`config.mk`:
```
export PLATFORM = sky130hd
export DESIGN_NAME = microsequencer_flat
export DESIGN_NICKNAME = d
export VERILOG_FILES = /design/src/rtl/microsequencer_if.sv /design/src/rtl/microsequencer.sv /design/src/flat_wrapper.sv
export SDC_FILE = /design/constraint.sdc
export NUM_CORES = 1
export LEC_CHECK = 0
export BUFFER_PORTS_ARGS = -buffer_cell sky130_fd_sc_hd__buf_2
export CORE_MARGIN = 8
export CORE_UTILIZATION = 25
export DETAILED_ROUTE_END_ITERATION = 12
export PLACE_DENSITY = 0.47
export SKIP_CTS_REPAIR_TIMING = 1
export SLEW_MARGIN = 20
export SYNTH_ARGS = -nofsm -noshare
export SYNTH_HDL_FRONTEND = slang
export SYNTH_SLANG_ARGS = --single-unit
```
`constraint.sdc`:
```
create_clock -name clk -period 2.2 [get_ports clk]
set_input_delay 0.22 -clock clk [delete_from_list [all_inputs] [get_ports clk]]
set_output_delay 0.22 -clock clk [all_outputs]
set_load 0.005 [all_outputs]
```
`src/rtl/microsequencer_if.sv`:
```
// Sequencer <-> control/ROM connection: data bus, decoded strobes, ROM port and
// the sequencer's architectural state.
interface microsequencer_if #(
  parameter int OPCODE_W = 8,
  parameter int TSTATE_W = 3,
  parameter int UINSTR_W = 16
);
  // Strobes are level-sampled, single-cycle commands with no valid/ready
  // handshake: whatever is high at a rising edge is applied at that edge,
  // and halt gates every strobe.
  logic [15:0]                  bus_in;
  logic                         II;
  logic                         RT;
  logic                         PP;
  logic                         JMP;
  logic                         halt;
  logic [UINSTR_W-1:0]          rom_data;
  logic [OPCODE_W+TSTATE_W-1:0] rom_addr;
  logic [UINSTR_W-1:0]          uinstr;
  logic [OPCODE_W-1:0]          opcode;
  logic [TSTATE_W-1:0]          tstate;
  logic [15:0]                  pc;
  logic [15:0]                  instr_count;

  modport master (
    output bus_in, II, RT, PP, JMP, halt, rom_data,
    input  rom_addr, uinstr, opcode, tstate, pc, instr_count
  );

  modport slave (
    input  bus_in, II, RT, PP, JMP, halt, rom_data,
    output rom_addr, uinstr, opcode, tstate, pc, instr_count
  );
endinterface

```
`src/rtl/microsequencer.sv`:
```
// Microsequencer: instruction register, T-state counter and program counter
// forming the microcode ROM address {opcode, tstate}.
module microsequencer #(
  parameter int OPCODE_W = 8,
  parameter int TSTATE_W = 3,
  parameter int UINSTR_W = 16
) (
  input  logic              clk,
  input  logic              reset,
  microsequencer_if.slave   sif
);

  localparam logic [TSTATE_W-1:0] TS_LAST = '1;

  logic [OPCODE_W-1:0] opcode_q;
  logic [TSTATE_W-1:0] tstate_q;
  logic [15:0]         pc_q;
  logic [15:0]         count_q;

  logic                ts_last;
  logic                instr_done;
  logic [TSTATE_W-1:0] tstate_next;

  // An instruction ends whenever the step counter returns to zero,
  // either through RT (even at step 0) or the natural wrap.
  always_comb begin
    ts_last     = (tstate_q == TS_LAST);
    instr_done  = sif.RT || ts_last;
    tstate_next = instr_done ? '0 : tstate_q + TSTATE_W'(1);
  end

  always_ff @(posedge clk) begin
    if (reset) begin
      opcode_q <= '0;
      tstate_q <= '0;
      pc_q     <= '0;
      count_q  <= '0;
    end else if (!sif.halt) begin
      tstate_q <= tstate_next;
      if (sif.II)
        opcode_q <= sif.bus_in[15 -: OPCODE_W];
      if (sif.JMP)
        pc_q <= sif.bus_in;
      else if (sif.PP)
        pc_q <= pc_q + 16'd1;
      if (instr_done)
        count_q <= count_q + 16'd1;
    end
  end

  assign sif.rom_addr    = {opcode_q, tstate_q};
  assign sif.uinstr      = reset ? '0 : sif.rom_data;
  assign sif.opcode      = opcode_q;
  assign sif.tstate      = tstate_q;
  assign sif.pc          = pc_q;
  assign sif.instr_count = count_q;

endmodule

```
`src/flat_wrapper.sv`:
```
// flat-port wrapper written by rule: the top's interface ports become plain ports
module microsequencer_flat 
#(
  parameter int OPCODE_W = 8,
  parameter int TSTATE_W = 3,
  parameter int UINSTR_W = 16
)
  (clk, reset, sif_bus_in, sif_II, sif_RT, sif_PP, sif_JMP, sif_halt, sif_rom_data, sif_rom_addr, sif_uinstr, sif_opcode, sif_tstate, sif_pc, sif_instr_count);
  microsequencer_if #(.OPCODE_W(OPCODE_W), .TSTATE_W(TSTATE_W), .UINSTR_W(UINSTR_W)) sif_i ();
  input  logic clk;
  input  logic reset;
  input wire logic [$bits(sif_i.bus_in)-1:0] sif_bus_in;
  input wire logic [$bits(sif_i.II)-1:0] sif_II;
  input wire logic [$bits(sif_i.RT)-1:0] sif_RT;
  input wire logic [$bits(sif_i.PP)-1:0] sif_PP;
  input wire logic [$bits(sif_i.JMP)-1:0] sif_JMP;
  input wire logic [$bits(sif_i.halt)-1:0] sif_halt;
  input wire logic [$bits(sif_i.rom_data)-1:0] sif_rom_data;
  output wire logic [$bits(sif_i.rom_addr)-1:0] sif_rom_addr;
  output wire logic [$bits(sif_i.uinstr)-1:0] sif_uinstr;
  output wire logic [$bits(sif_i.opcode)-1:0] sif_opcode;
  output wire logic [$bits(sif_i.tstate)-1:0] sif_tstate;
  output wire logic [$bits(sif_i.pc)-1:0] sif_pc;
  output wire logic [$bits(sif_i.instr_count)-1:0] sif_instr_count;
  assign sif_i.bus_in = sif_bus_in;
  assign sif_i.II = sif_II;
  assign sif_i.RT = sif_RT;
  assign sif_i.PP = sif_PP;
  assign sif_i.JMP = sif_JMP;
  assign sif_i.halt = sif_halt;
  assign sif_i.rom_data = sif_rom_data;
  assign sif_rom_addr = sif_i.rom_addr;
  assign sif_uinstr = sif_i.uinstr;
  assign sif_opcode = sif_i.opcode;
  assign sif_tstate = sif_i.tstate;
  assign sif_pc = sif_i.pc;
  assign sif_instr_count = sif_i.instr_count;
  microsequencer #(.OPCODE_W(OPCODE_W), .TSTATE_W(TSTATE_W), .UINSTR_W(UINSTR_W)) u_core (.clk(clk), .reset(reset), .sif(sif_i));
endmodule
```
==> summary.md, run 1 <==
| Metric | Value |
|---|---|
| Sequential-to-total area share from yosys stat | a little over a third |
| Mapped Cells | roughly 290 |
| Startpoint types | flip-flop |
| Slowest Stage Delay on Critical Path | between 500 and 600 ps |
| Post-route minimum period | roughly 2000 ps |
| Slowest CP cell | or4_1 |
| Clk network pwr share | 32.6% |
| DRT Pass-1 Iters | 4 |
| Placed insts | about 480 |
| DR WL/cell | roughly 16 µm |
| Yosys top cell area share | between 30 and 40% |
| #FFs+latches synth | between 40 and 50 |
| DP HPWL | between 5000 and 6000 µm |
| Final net count | 423 |
| Worst-path clk slew | around 90 ps |
| Top layer in use | met4 |
| Core Area | 0.00920 mm² |
| Num CTS Buffers | 5 |
| TritonCTS clock tree | yes |
| Setup CP Type | reg -> reg |
| Die Wd | 113 µm |
| Vias/cell | between 5 and 6 |
| Met3 wire len | 551 µm |
| Chip height | roughly 110 µm |
| Grt ovf | 0 |
| Overall power | 1.62 mW |
| # IOs | 109 |
| Max Transition Viols Final | 0 |
| Setup TNS Final | 0 ps |
| Max clock buf depth | 2 |
| Layout cells sized above 1 | roughly a third |
| Met2 WL | ~3400 µm |
| Switching Fraction | 27.6% |
| Number of synthesized flops with an enable pin | 0 |
| GRT Util Overall | around an eighth |
| Via count | 2472 |
| Non-filler cells, final | between 400 and 500 |
| Clock Sinks | 43 |
| Avg Cell Area, Syn | 8.31 µm² |
| Asr flop ratio synth | 0% |
| Crit. End Element | flip-flop |
| Worst hold path class | in -> reg |
| Multi-input gate area | approximately 0.0013 mm² |
| Worst skew pair latency | between 200 and 300 ps |
| Post-synth top flop | dfxtp_1 |
| R2r setup slk | ~240 ps |
| Synth top cells by count | 43 x dfxtp_1, 28 x nor2_1, 20 x nor2b_1 |
| Drt total wl | 7830 µm |
| Ranking of synthesized cells by area | dfxtp_1 36%, nor2b_1 5.3%, mux2i_1 5.1%, nor2_1 4.4%, a21oi_1 3.6% |
| Clock skew | about 2.9 ps |
| Sequential power share | between 50 and 60% |
| F_max | 511 MHz |
| IO buf count | ~110 |
| Setup Viol. Count Final | 0 |
| Crit-path most repeated cell | ha_1 |
| Distinct cells, synth | 50 |
| Post-Synthesis Cell Area | 0.00237 mm² |
| Final hold vios | 0 |
| Starting Density | between 20% and 30% |
| Crit-path cells | ha_1, ha_1, o21ba_2, nand2_1, or4_1, a21oi_1 |
| Power Internal | approximately 1.2 mW |
| ANT cells | 0 |
| First-pass GRT wire length | 12700 µm |
| Area Growth Syn to Fin | 28.6% |
| Post-DRT Antenna Nets | 0 |
| Status | completed |
| Worst Tran Pin Value | between 400 and 500 ps |
| Most common cell in the netlist | dfxtp_1 |
| Max cap viols | 0 |
| Maximum VDD drop | around 0.00026 V |
| Post-synth net total | 328 |
| Worst Path Arrival | approximately 2200 ps |
| Die area | 0.0128 mm² |
| Largest net degree at the start of global routing | 34 |
| RSZ-0062 raised after global routing | no |
| CTS root buffer | clkbuf_8 |
| Fin util | roughly a third |
| Switching power | around 450 µW |
| Synth area leader | dfxtp_1 |
| Leak | between 1 and 1.5 nW |
| Vias in the first global route | 2500 |
| Slew Limit Headroom | about two thirds |
| Initial antenna violation count | 0 |
| H-tree depth | 2 |
| Row cnt | 35 |
| Register area | approximately 860 µm² |
| Routability cong. | just over 0.8 |
| Comb pwr share | around 15% |
| YS warnings | 0 |
| Crit path required time | 2430 ps |
| Pwr Density | 532 mW/mm² |
| Maximum net fanout on the critical path | 9 |
| Met1 WL | around 3800 µm |
| Fillers | 1000 |
| Fin crit share | 88.9% |
| DRC violations left | 0 |
| DR iter-0 viols | approximately 110 |
==> through the flow <==
| step | hold WS, ps | area [µm²] | worst slack [ps] |
|---|---|---|---|
| finish | 175 | 3040 | 244 |
| global placement | 472 | 2960 | 310 |
| detailed placement | 479 | 2960 | 251 |
| floorplan | 353 | 2370 | 353 |
| global route | 187 | 3040 | 32.3 |
| CTS | 166 | 3040 | 234 |
==> cells in the final DEF, fill, tap and decap left out, types with 2 or more instances in the layout <==
cell / n
a211oi_1: 6
a21oi_1: 17
a22oi_1: 2
a2bb2oi_1: 2
a31oi_1: 3
a32o_1: 2
and3_1: 3
and4_1: 3
buf_2: 108
buf_4: 8
clkbuf_8: 6
dfxtp_1: 43
ha_1: 4
inv_1: 2
mux2i_1: 12
nand2_1: 17
nand2b_1: 2
nand3_1: 15
nand3b_1: 2
nand4_1: 9
nor2_1: 28
nor2b_1: 20
nor3_1: 4
nor4_1: 3
o211ai_1: 2
o21ai_0: 12
o21ba_2: 2
o2bb2ai_1: 2
o31ai_1: 6
o41ai_1: 2
or3_1: 6
or4_1: 5
xor2_1: 6
==> metal layers <==
metal | up-vias | GRT usage, %
met2 | 86 | 18.1
met3 | 7 | 3.51
met4 | 0 | 3.82
li1 | 1218 | -
met5 | - | 0
met1 | 1161 | 16.0
==> cells by family after synthesis <==
group                    Yosys count  synth area share [%]
AND/OR/NAND/NOR                  123                  28.4
AO/OA/AOI/OAI                     66                  18.8
flip-flops                        43                  36.4
buffers and inverters             30                  6.66
multiplexers                      12                  5.07
XOR/XNOR                           7                  2.59
adder cells (fa/ha/maj)            4                  2.11
==> final timing paths <==
| path | to | startpoint | depth (start not counted) |
|---|---|---|---|
| worst min register to register | u_core.sif.tstate[1]$_SDFFE_PP0N_ | u_core.sif.tstate[1]$_SDFFE_PP0N_ | 2 |
| worst max register to register | u_core.sif.instr_count[15]$_SDFFE_PP0P_ | u_core.sif.tstate[0]$_SDFFE_PP0N_ | 6 |
| worst max-delay path | u_core.sif.instr_count[15]$_SDFFE_PP0P_ | u_core.sif.tstate[0]$_SDFFE_PP0N_ | 6 |
| worst min-delay path | u_core.sif.opcode[2]$_SDFFE_PP0P_ | sif_bus_in[10] | 3 |
==> flip-flops by register name (all words and copies together), names as in the netlist <==
signal	cells
u_core.sif.pc	16
u_core.sif.instr_count	16
u_core.sif.opcode	8
u_core.sif.tstate	3
==> critical path, delay by kind of cell, from the launching register on <==
| kind | cells | cell delay, ps |
|---|---|---|
| AOI/OAI and AO/OA | 2 | 410 |
| DFF | 1 | 390 |
| and+or+nand+nor | 2 | 730 |
| adders and majority gates | 2 | 350 |
==> power groups by stage <==
| stage | combinational (mW) | clock (mW) | sequential [mW] |
|---|---|---|---|
| 2_1_floorplan | 0.140 | 0 | 0.855 |
| 3_3_place_gp | 0.254 | 0 | 0.860 |
| 3_5_place_dp | 0.254 | 0 | 0.861 |
| 4_1_cts | 0.254 | 0.560 | 0.843 |
| 5_1_grt | 0.281 | 0.581 | 0.849 |
| 6_report | 0.250 | 0.528 | 0.843 |
==> area by class of cell <==
class                           count  area share (%)
Timing Repair Buffer              116            19.7
Inverter                            2           0.247
Multi-Input combinational cell    212            44.3
Clock buffer                        6            2.71
Sequential cell                    43            28.3
Tap cell                          111            4.56
Clock inverter                      1           0.164
Note: power is estimated with default switching activity, not from simulation.
==> inputs of run 2 (changes only) <==
==> constraint.sdc (replaced) <==
create_clock -name clk -period 2.2 [get_ports clk]
set_input_delay 0.11 -clock clk [delete_from_list [all_inputs] [get_ports clk]]
set_output_delay 0.11 -clock clk [all_outputs]
set_load 0.005 [all_outputs]
==> summary.md, run 2 (same netlist as run 1, synthesis figures left out) <==
| Metric | Value |
|---|---|
| Status | completed |
| Maximum net fanout on the critical path | 9 (unchanged) |
| Post-route minimum period | 1930 ps (-21.6 ps) |
| Slew Limit Headroom | 59.1% (-8.2 points) |
| Fin crit share | 87.9% (-0.98 points) |
| DR iter-0 viols | 165 (+45%) |
| Vias/cell | 5.06 (+0.53%) |
| Reg2reg end | u_core.sif.instr_count[15]$_SDFFE_PP0P_ |
| Switching power | 439 µW (-1.8%) |
| Multi-input gate area | 0.00135 mm² (unchanged) |
| Max clock buf depth | 2 (unchanged) |
| Largest net degree at the start of global routing | 33 (-2.9%) |
| Largest delay share family, worst path | simple AND/OR/NAND/NOR gates |
| GRT Util Overall | 11.7% (-0.32 points) |
| Crit. End Element | flip-flop |
| CP Launch Point | u_core.sif.tstate[0]$_SDFFE_PP0N_ |
| DP HPWL | 5830 µm (-1.8%) |
| Starting Density | 25.7% (unchanged) |
| Clk network pwr share | 30.9% (-1.7 points) |
| Routability cong. | 0.813 (+0.59%) |
| Setup Viol. Count Final | 0 (unchanged) |
| Drt total wl | 7690 µm (-1.8%) |
| Max Transition Viols Final | 0 (unchanged) |
| Row cnt | 35 (unchanged) |
| Commonest non-fill, non-tap cell in the layout | buf_2 |
| IO buf count | 108 (unchanged) |
| Crit-path most repeated cell | ha_1 |
| GRT Max-Usage Layer | met2 |
| F_max | 517 MHz (+1.1%) |
| GR Util met2 | 17.7% (-0.44 points) |
| Switching Fraction | 27.8% (+0.26 points) |
| Clock skew | 5.60 ps (+2.73 ps) |
| Layout cells sized above 1 | 33.7% (-0.79 points) |
| Maximum VDD drop | 0.000209 V (-19%) |
| Setup TNS Final | 0 ps (unchanged) |
| H-tree depth | 2 (unchanged) |
| Leak | 1.32 nW (-1.5%) |
| Register area | 861 µm² (unchanged) |
| Comb pwr share | 15.5% (about the same) |
| Worst Path Arrival | 2170 ps (-20 ps) |
| Area Growth Syn to Fin | 27.3% |
| Global Route met1 Usage | 15.3% (-0.68 points) |
| Core Area | 0.00920 mm² (unchanged) |
| DRT Pass-1 Iters | 4 (unchanged) |
| Initial antenna violation count | 0 (unchanged) |
| Die Wd | 113 µm (unchanged) |
| RR Startpoint | u_core.sif.tstate[0]$_SDFFE_PP0N_ |
| CTS root buffer | clkbuf_8 |
| Met3 Resource Use GR | 3.78% (+0.27 points) |
| Fin util | 32.8% (-0.33 points) |
| Sequential power share | 53.6% (+1.6 points) |
| R2r setup slk | 270 ps (+20 ps) |
| Levels on crit path | 6 (unchanged) |
| Slowest CP cell | or4_1 |
| Power Internal | 1.14 mW (-3.1%) |
| Via count | 2470 (-0.081%) |
| Crit path required time | 2430 ps (about the same) |
| Crit-path cells | ha_1, ha_1, o21ba_2, nand2_1, or4_1, a21oi_1 |
| Pwr Density | 523 mW/mm² (-1.7%) |
| Die area | 0.0128 mm² (unchanged) |
| First-pass GRT wire length | 12400 µm (-2.7%) |
| Final hold vios | 0 (unchanged) |
| Max cap viols | 0 (unchanged) |
| Fillers | 1009 (+0.90%) |
| TritonCTS clock tree | yes |
| Buf/Inv on CP | 0 (unchanged) |
| RSZ-0062 raised after global routing | no |
| Post-DRT Antenna Nets | 0 (unchanged) |
| Worst reg2reg path depth | 6 (unchanged) |
| Chip height | 113 µm (unchanged) |
| Final net count | 421 (-0.47%) |
| Worst skew pair latency | 290 ps (about the same) |
| Num CTS Buffers | 5 (unchanged) |
| Worst Tran Pin Value | 612 ps (+121 ps) |
| DRC violations left | 0 (unchanged) |
| Clock Sinks | 43 (unchanged) |
| Vias in the first global route | 2395 (-4.2%) |
| DR WL/cell | 15.8 µm (-1.2%) |
| ANT cells | 0 (unchanged) |
| Slowest Stage Delay on Critical Path | 510 ps (about the same) |
| Setup CP Type | reg -> reg |
| Worst hold path class | in -> reg |
| Worst Setup EP | u_core.sif.instr_count[15]$_SDFFE_PP0P_ |
| # IOs | 109 (unchanged) |
| Startpoint types | flip-flop |
| Most frequent cells in the layout | 108 x buf_2, 43 x dfxtp_1, 28 x nor2_1 |
| Worst-path clk slew | 80 ps (about the same) |
| Grt ovf | 0 (unchanged) |
-- run 2: cell count changes in the layout (fill, tap and decap cells not counted), sizes merged --
cell    change
buf         -2
clkinv      -1
-- run 2: worst min-delay path by stage --
stage / start / end / slack (ps) / cells past startpoint
floorplan: sif_bus_in[11] / u_core.sif.pc[11]$_SDFFE_PP0P_ / 240 / 2
global placement: sif_bus_in[13] / u_core.sif.opcode[5]$_SDFFE_PP0P_ / 360 / 3
detailed placement: sif_bus_in[13] / u_core.sif.opcode[5]$_SDFFE_PP0P_ / 380 / 3
CTS: sif_bus_in[13] / u_core.sif.opcode[5]$_SDFFE_PP0P_ / 60 / 3
global route: sif_bus_in[9] / u_core.sif.opcode[1]$_SDFFE_PP0P_ / 70 / 3
finish: sif_bus_in[13] / u_core.sif.opcode[5]$_SDFFE_PP0P_ / 60 / 3
-- run 2: final cells by class --
class	instances	area share, %
clock buffers	6	2.41
flip-flops and latches	43	28.6
well taps	111	4.61
inverters	2	0.249
multi-input cells	212	44.7
repair buffers	114	19.4
-- run 2: per-layer routing --
layer,up-vias,part of all wire [%]
li1,1225,-
met3,5,7.8
met5,-,0
met2,99,43
met4,0,1.2
met1,1141,48
-- run 2: per-stage QoR --
step | cells | power, mW | setup slack (ps) | hold slack [ps] | cell area (µm²)
global placement | 482 | 1.11 | 313 | 363 | 2940
finish | 488 | 1.58 | 265 | 63.8 | 3010
global route | 488 | 1.65 | 89.4 | 73.0 | 3010
detailed placement | 482 | 1.11 | 268 | 378 | 2940
CTS | 488 | 1.60 | 245 | 63.6 | 3010
floorplan | 285 | 0.995 | 353 | 243 | 2370
-- run 2: worst register-to-register path, stage by stage, from the launching register on --
cell     delay, ps
dfxtp_1        380
ha_1           170
ha_1           180
o21ba_2        270
nand2_1        220
or4_1          510
a21oi_1        140
-- run 2: power groups by stage --
stage | Combinational, mW | Sequential (mW) | Clock [mW]
final | 0.245 | 0.845 | 0.488
after global routing | 0.276 | 0.851 | 0.528
after CTS | 0.251 | 0.845 | 0.501
after detailed placement | 0.250 | 0.863 | 0
after global placement | 0.250 | 0.862 | 0
after floorplan | 0.140 | 0.855 | 0
==> inputs of run 3 (changes only) <==
- MAX_ROUTING_LAYER: default -> met4
- PLACE_DENSITY: 0.47 -> default
- PLACE_DENSITY_LB_ADDON: default -> 0.1
==> summary.md, run 3 (same netlist as run 1, synthesis figures left out) <==
| Metric | Value |
|---|---|
| Worst slack at placement | 213 ps (-55.5 ps) |
| Die Wd | 113 µm (unchanged) |
| # IOs | 109 (unchanged) |
| Max cap viols | 0 (unchanged) |
| Clock skew | 14.9 ps (+9.28 ps) |
| Largest net degree at the start of global routing | 28 (-15%) |
| Max clock buf depth | 2 (unchanged) |
| Most frequent cells in the layout | 108 x buf_2, 43 x dfxtp_1, 28 x nor2_1 |
| Setup Viol. Count Final | 0 (unchanged) |
| Maximum net fanout on the critical path | 9 (unchanged) |
| Row cnt | 35 (unchanged) |
| Fin crit share | 89.5% (+1.6 points) |
| Final net count | 421 (unchanged) |
| Layout cells sized above 1 | 34.6% (+0.88 points) |
| Status | completed |
| Routability cong. | 0.763 (-6.0%) |
| H-tree depth | 2 (unchanged) |
| Vias in the first global route | 2351 (-1.8%) |
| GRT Util Overall | 11.8% (+0.11 points) |
| Area Growth Syn to Fin | 30.2% |
| Post-route minimum period | 1970 ps (+35.2 ps) |
| IO buf count | 108 (unchanged) |
| Num CTS Buffers | 5 (unchanged) |
| Non-filler cells, final | 490 (+0.41%) |
| Placed cell areas | 0.00294 mm² (unchanged) |
| Commonest non-fill, non-tap cell in the layout | buf_2 |
| Placed insts | 482 (unchanged) |
| DRC violations left | 0 (unchanged) |
| Worst hold path class | in -> reg |
| Post-route worst setup slack | 230 ps (-35.2 ps) |
| Die area | 0.0128 mm² (unchanged) |
| Leak | 1.35 nW (+2.1%) |
| ANT cells | 0 (unchanged) |
| Drt total wl | 7680 µm (-0.18%) |
| TritonCTS clock tree | yes |
| Worst skew pair latency | 300 ps (about the same) |
| DP HPWL | 5840 µm (+0.19%) |
| Fillers | 1000 (-0.89%) |
| Maximum VDD drop | 0.000346 V (+65%) |
| Final hold vios | 0 (unchanged) |
| Clock Sinks | 43 (unchanged) |
| Slowest CP cell | or4_1 |
| Startpoint types | flip-flop |
| Via count | 2408 (-2.5%) |
| Core Area | 0.00920 mm² (unchanged) |
| Grt ovf | 0 (unchanged) |
| Setup CP Type | reg -> reg |
| DR WL/cell | 15.7 µm (-0.59%) |
| F_max | 508 MHz (-1.8%) |
| DRT Pass-1 Iters | 4 (unchanged) |
| Max Transition Viols Final | 0 (unchanged) |
| Starting Density | 25.7% (unchanged) |
| Vias/cell | 4.91 (-2.9%) |
| Crit-path most repeated cell | ha_1 |
| Worst-path clk slew | 100 ps (+20 ps) |
| Worst Tran Pin Value | 442 ps (-170 ps) |
| Slew Limit Headroom | 70.4% (+11 points) |
| Chip height | 113 µm (unchanged) |
| Crit path required time | 2440 ps (about the same) |
| Post-route cell area | 0.00308 mm² (+2.3%) |
| CTS root buffer | clkbuf_8 |
| Pwr Density | 597 mW/mm² (+14%) |
| Post-DRT Antenna Nets | 0 (unchanged) |
| Crit-path cells | ha_1, ha_1, o21ba_2, nand2_1, or4_1, a21oi_1 |
| Crit. End Element | flip-flop |
| DR iter-0 viols | 94 (-43%) |
| RSZ-0062 raised after global routing | no |
| Initial antenna violation count | 0 (unchanged) |
| Slowest Stage Delay on Critical Path | 510 ps (about the same) |
| Setup TNS Final | 0 ps (unchanged) |
| Worst Path Arrival | 2210 ps (+40 ps) |
| First-pass GRT wire length | 12100 µm (-2.2%) |
==> run 3: worst paths after layout <==
check	end	cells past startpoint	slack [ps]	startpoint
setup / recovery	u_core.sif.instr_count[15]$_SDFFE_PP0P_	6	230	u_core.sif.tstate[0]$_SDFFE_PP0N_
hold / removal	u_core.sif.pc[11]$_SDFFE_PP0P_	3	50	sif_bus_in[11]
setup reg to reg	u_core.sif.instr_count[15]$_SDFFE_PP0P_	6	230	u_core.sif.tstate[0]$_SDFFE_PP0N_
hold reg to reg	u_core.sif.tstate[1]$_SDFFE_PP0N_	2	490	u_core.sif.tstate[1]$_SDFFE_PP0N_
==> run 3: metrics by stage <==
step	total power, mW	hold WS [ps]	utilization, %
final	1.84	54.7	33.5
after global routing	1.94	72.1	33.5
after CTS	1.87	43.8	33.5
after detailed placement	1.11	358	32.0
after global placement	1.11	369	32.0
after floorplan	0.995	243	-
==> run 3: cell type report <==
class                   count  area [µm²]  area share (%)
clock buffers               5        68.8            2.23
clock inverters             3        67.6            2.19
inverters                   2        7.51           0.244
multi-input cells         212        1350            43.9
flip-flops and latches     43         861            27.9
well taps                 111         139            4.50
repair buffers            114         586            19.0
==> run 3: power breakdown <==
group | switching [mW] | total, mW | internal, mW
combinational | 0.126 | 0.247 | 0.121
clock | 0.296 | 0.749 | 0.453
sequential | 0.0377 | 0.844 | 0.806
total | 0.459 | 1.84 | 1.38
==> run 3: metal layers <==
| metal | track usage [%] | vias up | share of wire [%] |
|---|---|---|---|
| met3 | 2.93 | 5 | 5.7 |
| met2 | 18.4 | 78 | 45 |
| li1 | - | 1224 | - |
| met1 | 15.1 | 1101 | 48 |
| met5 | - | - | 0 |
| met4 | 2.66 | 0 | 0.66 |
==> run 3: critical path, delay by kind of cell, from the launching register on <==
family / cells / cell delay, ps
compound gates: 2 / 430
fa+ha+maj: 2 / 350
flops: 1 / 400
simple gates: 2 / 730
